File: config.mk
export PLATFORM = sky130hd
export DESIGN_NAME = mem_access_ctrl
export DESIGN_NICKNAME = d
export VERILOG_FILES = /design/src/rtl/mem_access_ctrl.sv
export SDC_FILE = /design/constraint.sdc
export NUM_CORES = 1
export LEC_CHECK = 0
export CAP_MARGIN = 20
export CORE_UTILIZATION = 46
export DETAILED_ROUTE_END_ITERATION = 12
export PLACE_DENSITY = 0.86
export SLEW_MARGIN = 20
export SYNTH_ARGS = -nofsm -noshare
export SYNTH_HDL_FRONTEND = slang
export SYNTH_SLANG_ARGS = --single-unit
export TNS_END_PERCENT = 5
File: constraint.sdc
create_clock -name Clk -period 4.1 [get_ports Clk]
set_clock_uncertainty 0.2 [all_clocks]
set_input_delay 0.41 -clock Clk [delete_from_list [all_inputs] [get_ports Clk]]
set_output_delay 0.41 -clock Clk [all_outputs]
set_load 0.02 [all_outputs]
File: src/rtl/mem_access_ctrl.sv
// Asynchronous SRAM access sequencer: turns level read/write requests into
// registered CE/OE/WE strobe sequences with a programmable access length.
module mem_access_ctrl #(
    parameter int unsigned WAIT_CYCLES = 1
) (
    input  logic        Clk,
    input  logic        Reset,
    input  logic        Req_Read,
    input  logic        Req_Write,
    input  logic [15:0] Addr,
    input  logic [15:0] Wdata,
    output logic [15:0] Rdata,
    output logic        Busy,
    output logic        Done,
    output logic [19:0] Mem_ADDR,
    output logic        Mem_CE,
    output logic        Mem_UB,
    output logic        Mem_LB,
    output logic        Mem_OE,
    output logic        Mem_WE,
    output logic [15:0] Mem_Data_Out,
    output logic        Mem_Data_Drive,
    input  logic [15:0] Mem_Data_In
);

    typedef enum logic [2:0] {
        IDLE, RD_ACCESS, WR_SETUP, WR_PULSE, WR_HOLD, DONE
    } state_t;

    localparam logic [2:0] WAIT_LD = 3'(WAIT_CYCLES);

    state_t      state_q, state_d;
    logic [2:0]  cnt_q, cnt_d;
    logic [15:0] addr_q, addr_d;
    logic [15:0] wdata_q, wdata_d;
    logic [15:0] rdata_q, rdata_d;
    logic        ce_q, ce_d;
    logic        oe_q, oe_d;
    logic        we_q, we_d;
    logic        drive_q, drive_d;
    logic [15:0] dout_q, dout_d;
    logic        busy_q, busy_d;
    logic        done_q, done_d;

    always_comb begin
        state_d = state_q;
        cnt_d   = cnt_q;
        addr_d  = addr_q;
        wdata_d = wdata_q;
        rdata_d = rdata_q;
        case (state_q)
            IDLE: begin
                // Read wins when both requests are present; the write is dropped.
                if (Req_Read) begin
                    addr_d  = Addr;
                    cnt_d   = WAIT_LD;
                    state_d = RD_ACCESS;
                end else if (Req_Write) begin
                    addr_d  = Addr;
                    wdata_d = Wdata;
                    cnt_d   = WAIT_LD;
                    state_d = WR_SETUP;
                end
            end
            RD_ACCESS: begin
                if (cnt_q == 3'd0) begin
                    rdata_d = Mem_Data_In;
                    state_d = DONE;
                end else begin
                    cnt_d = cnt_q - 3'd1;
                end
            end
            WR_SETUP: begin
                cnt_d   = WAIT_LD;
                state_d = WR_PULSE;
            end
            WR_PULSE: begin
                if (cnt_q == 3'd0) state_d = WR_HOLD;
                else               cnt_d   = cnt_q - 3'd1;
            end
            WR_HOLD: state_d = DONE;
            DONE:    state_d = IDLE;
            default: state_d = IDLE;
        endcase

        // Strobes are decoded from the next state so every output comes straight off a flop.
        ce_d    = !(state_d inside {RD_ACCESS, WR_SETUP, WR_PULSE, WR_HOLD});
        oe_d    = (state_d != RD_ACCESS);
        we_d    = (state_d != WR_PULSE);
        drive_d = (state_d inside {WR_SETUP, WR_PULSE, WR_HOLD});
        dout_d  = drive_d ? wdata_d : 16'h0000;
        busy_d  = (state_d != IDLE);
        done_d  = (state_d == DONE);
    end

    always_ff @(posedge Clk or posedge Reset) begin
        if (Reset) begin
            state_q <= IDLE;
            cnt_q   <= 3'd0;
            addr_q  <= 16'h0000;
            wdata_q <= 16'h0000;
            rdata_q <= 16'h0000;
            ce_q    <= 1'b1;
            oe_q    <= 1'b1;
            we_q    <= 1'b1;
            drive_q <= 1'b0;
            dout_q  <= 16'h0000;
            busy_q  <= 1'b0;
            done_q  <= 1'b0;
        end else begin
            state_q <= state_d;
            cnt_q   <= cnt_d;
            addr_q  <= addr_d;
            wdata_q <= wdata_d;
            rdata_q <= rdata_d;
            ce_q    <= ce_d;
            oe_q    <= oe_d;
            we_q    <= we_d;
            drive_q <= drive_d;
            dout_q  <= dout_d;
            busy_q  <= busy_d;
            done_q  <= done_d;
        end
    end

    assign Rdata          = rdata_q;
    assign Busy           = busy_q;
    assign Done           = done_q;
    assign Mem_ADDR       = {4'b0000, addr_q};
    assign Mem_CE         = ce_q;
    assign Mem_UB         = ce_q;
    assign Mem_LB         = ce_q;
    assign Mem_OE         = oe_q;
    assign Mem_WE         = we_q;
    assign Mem_Data_Out   = dout_q;
    assign Mem_Data_Drive = drive_q;

endmodule
Yosys cells after proc, flatten, opt, wreduce, memory -nomap -nowiden
Index checks and enable logic that the tools add are counted.

$add $sub $neg: 1. Eq/ne operators: 13. Muxes and demuxes: 15. Reduce and logical (&&, ||, !) cells: 12.

Operators with widths (count): 2-to-1 mux 16 bit (6); 2-to-1 mux 3 bit (7); one-hot mux 3 bit (5 select lines) (1); == test 3 x 2 -> 1 bit, second input constant (4); == test 3 bit, second input constant (3); one-hot mux 3 bit (3 select lines) (1); nonzero test 3 bit (3); == test 3 x 1 -> 1 bit, second input constant (2); zero test 3 bit (2); AND reduction 2 bit (2); nonzero test 4 bit (1); != test 3 x 1 -> 1 bit, second input constant (1); != test 3 x 2 -> 1 bit, second input constant (1); != test 3 bit, second input constant (1); AND reduction 3 bit (1); subtractor 3 x 1 -> 3 bit, second input constant (1); != test 2 bit, second input constant (1); nonzero test 2 bit (1); OR reduction 2 bit (1); zero test 1 bit (1).

Register bits: 76. Input bits: 52.

Depth between registers and ports, before layout
Depth after elaboration: 6. Mapped depth: 8. Gate-level depth less buffers: 6.

Worst setup path before layout
OpenSTA, ideal clock, no wires.

Path type: register -> register. Start point: register cnt_q[0]. End point: register rdata_q[10], in the netlist Rdata[10]. Arrival time: 1.832 ns. Setup slack: 1.943 ns. Cell stages (with the launch flop): 9. Period minus slack after synthesis: 2.157 ns. Cells stage by stage: dfrtp_1 inv_1 ha_1 ha_1 buf_2 nand2_1 nor3_2 buf_4 mux2_2.

Word-level cells in the longest chain between the ends: 2.

RTL lines: start, declared (line 33) `logic [2:0] cnt_q, cnt_d;`; start signal, assigned (line 112) `cnt_q <= cnt_d;`; zero test 3 bit (line 66) `if (cnt_q == 3'd0) begin`; AND reduction 2 bit (no source line); end signal, assigned (line 115) `rdata_q <= rdata_d;`; end, declared (line 36) `logic [15:0] rdata_q, rdata_d;`.

Every way passes these cells. A chain may end at the register's enable or synchronous reset.

Worst setup path after layout
Start point: register cnt_q[0]. End point: register rdata_q[14], in the netlist Rdata[14].

Same word-level chain as after synthesis.

==> flow_summary.html <==
<table>
<tr><th>Metric</th><th>Value</th></tr>
<tr><th colspan="2">Worst setup path</th></tr>
<tr><td>Kind of start point of the critical path</td><td>register</td></tr>
<tr><td>Delay of the slowest cell on the worst path</td><td>0.62 ns</td></tr>
<tr><td>Setup slack of the worst register-to-register path</td><td>1.61 ns</td></tr>
<tr><td>Cells along the critical path</td><td>inv_1, ha_1, ha_1, nand2_1, nor3_4, mux2_2</td></tr>
<tr><td>Number of buffers and inverters on the critical path</td><td>1</td></tr>
<tr><td>WP data required</td><td>4.12 ns</td></tr>
<tr><td>Worst setup path category</td><td>register to register</td></tr>
<tr><td>CP max-delay cell</td><td>sky130_fd_sc_hd__nor3_4</td></tr>
<tr><td>Top fanout value on the critical path</td><td>16</td></tr>
<tr><td>Most prevalent standard cell on the critical path</td><td>sky130_fd_sc_hd__ha_1</td></tr>
<tr><td>Endpoint kind of the worst setup timing path</td><td>register</td></tr>
<tr><td>Kind of cell adding the most delay to the critical path</td><td>simple AND/OR/NAND/NOR gates</td></tr>
<tr><td>Arr. time, crit path</td><td>2.51 ns</td></tr>
<tr><th colspan="2">Synth</th></tr>
<tr><td>Dominant cells by area after synthesis</td><td>sky130_fd_sc_hd__dfrtp_1 (61%), sky130_fd_sc_hd__mux2_2 (14%), sky130_fd_sc_hd__mux2_4 (5.0%), sky130_fd_sc_hd__a22o_1 (5.0%), sky130_fd_sc_hd__dfstp_2 (2.6%)</td></tr>
<tr><td>Post-synthesis cell area</td><td>3010 um2</td></tr>
<tr><td>Count of different cell masters after synthesis</td><td>30</td></tr>
<tr><td>Number of register bits inferred by synthesis</td><td>76</td></tr>
<tr><td>Area share of the largest cell type after synthesis</td><td>60.8%</td></tr>
<tr><td>Post-synthesis cell type with the largest combined area</td><td>sky130_fd_sc_hd__dfrtp_1</td></tr>
<tr><td>Post-synthesis sequential area ratio</td><td>63.4%</td></tr>
<tr><td>Synthesized instance count</td><td>200</td></tr>
<tr><td>Syn avg cell area</td><td>15.0 um2</td></tr>
<tr><td>Number of warnings issued by yosys</td><td>0</td></tr>
<tr><th colspan="2">Global routing</th></tr>
<tr><td>Via count of the first global-routing pass</td><td>1997</td></tr>
<tr><td>Aggregate global-route resource usage</td><td>19.2%</td></tr>
<tr><td>Global-route wire length before repair</td><td>10100 um</td></tr>
<tr><td>Total gr overflow</td><td>0</td></tr>
<tr><td>Antenna violations before repair</td><td>0</td></tr>
<tr><td>Pin count of the biggest net entering global routing</td><td>34</td></tr>
<tr><th colspan="2">STA</th></tr>
<tr><td># setup viols final</td><td>0</td></tr>
<tr><td>TNS Setup</td><td>0 ns</td></tr>
<tr><td>Final max-slew violation count</td><td>0</td></tr>
<tr><td>Tmin final</td><td>2.49 ns</td></tr>
<tr><td>Max Fclk</td><td>402 MHz</td></tr>
<tr><td>Number of endpoints with negative hold slack in the final report</td><td>0</td></tr>
<tr><td>Unrepaired setup endpoints after global routing</td><td>false</td></tr>
<tr><td>Transition time at the pin with the least slew margin</td><td>0.891 ns</td></tr>
<tr><td>Final period util</td><td>60.6%</td></tr>
<tr><td>Tightest slew margin relative to the limit</td><td>40.6%</td></tr>
<tr><th colspan="2">Clock tree</th></tr>
<tr><td>Level count of the clock H-tree</td><td>3</td></tr>
<tr><td>Buffer type at the clock tree root</td><td>sky130_fd_sc_hd__clkbuf_8</td></tr>
<tr><td>Number of gates resized after CTS</td><td>0</td></tr>
<tr><td>Insertion delay to the later sink of the worst-skew pair</td><td>0.34 ns</td></tr>
<tr><td>Number of buffers on the longest clock path</td><td>2</td></tr>
<tr><td>Number of buffers added for setup after CTS</td><td>0</td></tr>
<tr><td>TritonCTS clock tree</td><td>built</td></tr>
<tr><td>Clock Pin Slew Worst Setup and Hold Paths</td><td>0.08 ns</td></tr>
<tr><td>Hold buffer count at CTS</td><td>0</td></tr>
<tr><td>CTS sink cnt</td><td>76</td></tr>
<tr><td>Clock buffer count from CTS</td><td>9</td></tr>
<tr><th colspan="2">Power and ir drop</th></tr>
<tr><td>Tot Pwr</td><td>3300 uW</td></tr>
<tr><td>Worst-case vdd ir drop</td><td>462 uV</td></tr>
<tr><td>Pwr per Cell Area</td><td>767 nW/um2</td></tr>
<tr><td>Leakage power total</td><td>0.00191 uW</td></tr>
<tr><th colspan="2">Cells and area</th></tr>
<tr><td>Most frequent standard cell in the layout excluding fill and tap cells</td><td>sky130_fd_sc_hd__clkdlybuf4s50_1</td></tr>
<tr><td>Share of post-route cells with drive strength above 1</td><td>23.5%</td></tr>
<tr><td>Number of nets in the layout</td><td>361</td></tr>
<tr><td>Commonest cells after routing, fill and taps aside</td><td>sky130_fd_sc_hd__clkdlybuf4s50_1 (107), sky130_fd_sc_hd__dfrtp_1 (73), sky130_fd_sc_hd__mux2_2 (38)</td></tr>
<tr><td>Antenna Cells</td><td>0</td></tr>
<tr><td>Area overhead of the layout relative to synthesis</td><td>43.2%</td></tr>
<tr><th colspan="2">Routing</th></tr>
<tr><td>Highest metal layer with signal wires</td><td>met4</td></tr>
<tr><td>Routed wirelength normalized by instance count</td><td>16.0 um</td></tr>
<tr><td>ANT nets after route</td><td>0</td></tr>
<tr><td>Count of routing violations after the opening detailed-route iteration</td><td>62</td></tr>
<tr><td>Iteration count of the initial detailed-routing pass</td><td>4</td></tr>
<tr><td>Total vias in the final route</td><td>1961</td></tr>
<tr><td>Post-detailed-route via-to-cell ratio</td><td>5.05</td></tr>
<tr><td>Met3 Wirelength</td><td>416 um</td></tr>
<tr><td>Detailed-routing wirelength on met1</td><td>2710 um</td></tr>
<tr><td>Post-Route WL</td><td>6210 um</td></tr>
<tr><td>Met2 Routed Length</td><td>2990 um</td></tr>
<tr><td>Drt drc</td><td>0</td></tr>
<tr><th colspan="2">Floorplan</th></tr>
<tr><td>Y dimension of the die</td><td>82.8 um</td></tr>
<tr><td>Initial Utilization</td><td>47.6%</td></tr>
<tr><td>Count of boundary I/O pins</td><td>112</td></tr>
<tr><td>Floorplan core area</td><td>6310 um2</td></tr>
<tr><td>Chip Width</td><td>82.8 um</td></tr>
<tr><td>Row cnt</td><td>29</td></tr>
<tr><td>Die footprint</td><td>6860 um2</td></tr>
<tr><th colspan="2">Placed design</th></tr>
<tr><td>Sum of net half-perimeters after detailed placement</td><td>4520 um</td></tr>
<tr><td>Input/output buffers</td><td>107</td></tr>
<tr><td>Last weighted congestion value of the routability-driven placer</td><td>0.761</td></tr>
<tr><th colspan="2">Flow run</th></tr>
<tr><td>Max-cap violations</td><td>0</td></tr>
<tr><th colspan="2">Worst hold path</th></tr>
<tr><td>Hold/Removal Path Class</td><td>input port to async pin</td></tr>
<tr><th colspan="2">Status</th></tr>
<tr><td>Outcome</td><td>completed</td></tr>
</table>
==> power by group <==
group,internal (uW),leakage [uW],switching [uW]
Clock,291,0.0000979,261
Sequential,1090,0.000933,180
Combinational,812,0.000875,663
==> through the flow <==
step	std cells	worst slack (ns)	hold WS (ns)	util [%]	cell area, um2
floorplan	203	1.56	0.250	-	3020
global placement	372	1.46	0.262	64.7	4090
detailed placement	373	1.32	0.267	65.0	4110
CTS	388	1.30	0.263	68.1	4300
global route	388	1.45	0.303	68.2	4300
finish	388	1.61	0.267	68.2	4300
==> synth_stat cells <==
master	instances
sky130_fd_sc_hd__nor4b_1	2
sky130_fd_sc_hd__nor2_1	7
sky130_fd_sc_hd__nor3_2	1
sky130_fd_sc_hd__nor2b_1	4
sky130_fd_sc_hd__a21oi_1	4
sky130_fd_sc_hd__dfrtp_1	73
sky130_fd_sc_hd__and3_1	1
sky130_fd_sc_hd__nand2b_1	1
sky130_fd_sc_hd__or4_1	1
sky130_fd_sc_hd__a22o_1	17
sky130_fd_sc_hd__a221o_1	1
sky130_fd_sc_hd__nand2_1	2
sky130_fd_sc_hd__mux2_2	38
sky130_fd_sc_hd__nor4_1	1
sky130_fd_sc_hd__buf_8	1
sky130_fd_sc_hd__a22oi_1	1
sky130_fd_sc_hd__a21o_1	3
sky130_fd_sc_hd__a221oi_1	1
sky130_fd_sc_hd__nand3b_1	1
sky130_fd_sc_hd__ha_1	2
sky130_fd_sc_hd__nor3_1	1
sky130_fd_sc_hd__buf_2	6
sky130_fd_sc_hd__buf_6	1
sky130_fd_sc_hd__inv_1	4
sky130_fd_sc_hd__buf_4	8
sky130_fd_sc_hd__clkbuf_1	3
sky130_fd_sc_hd__dfstp_2	3
sky130_fd_sc_hd__conb_1	1
sky130_fd_sc_hd__o21bai_1	1
sky130_fd_sc_hd__mux2_4	10
==> worst reg2reg max path: cells and delay by family (launching register included) <==
kind	cells	cell delay [ns]
multiplexers	1	0.42
flip-flops	1	0.36
buffers and inverters	1	0.09
adder cells (fa/ha/maj)	2	0.48
AND/OR/NAND/NOR	2	0.81
==> cells by family (layout without fill, tap and decap cells) <==
family          after synthesis  after routing  share of synthesized area, %
buf+inv                      23            131                          4.75
compound gates               28             28                          7.49
mux                          48             48                          19.2
simple gates                 22             22                          4.16
fa+ha+maj                     2              2                         0.833
other cells                   1              4                         0.125
flops                        76             76                          63.4
==> path summary, 6_finish.rpt <==
path,startpoint,endpoint,cells past startpoint
min in group Clk,cnt_q[2],cnt_q[2],1
worst max-delay path,cnt_q[0],Rdata[14],6
max in group asynchronous,Reset,Mem_Data_Out[9],4
worst min-delay path,Reset,state_q[2],2
worst max register to register,cnt_q[0],Rdata[14],6
worst min register to register,cnt_q[2],cnt_q[2],1
==> area by class of cell <==
class	count	area, um2
fillers	471	2010
clock buffers	10	138
repair buffers	112	1120
inverters	4	15.0
flip-flops and latches	76	1910
clock inverters	5	52.6
well taps	77	96.3
multi-input cells	104	975
==> registers in the layout, indices dropped and copies added (netlist names) <==
signal / flops
Busy: 1
Done: 1
Rdata: 16
Mem_Data_Drive: 1
state_q: 3
wdata_q: 16
addr_q: 16
Mem_CE: 1
Mem_Data_Out: 16
cnt_q: 3
Mem_OE: 1
Mem_WE: 1
==> metal layers <==
layer | up-vias | global-route usage (%)
li1 | 909 | -
met1 | 959 | 25.3
met2 | 81 | 29.7
met3 | 12 | 5.57
met4 | 0 | 8.31
met5 | - | 0
No activity file was read; power rests on OpenSTA's default activity.
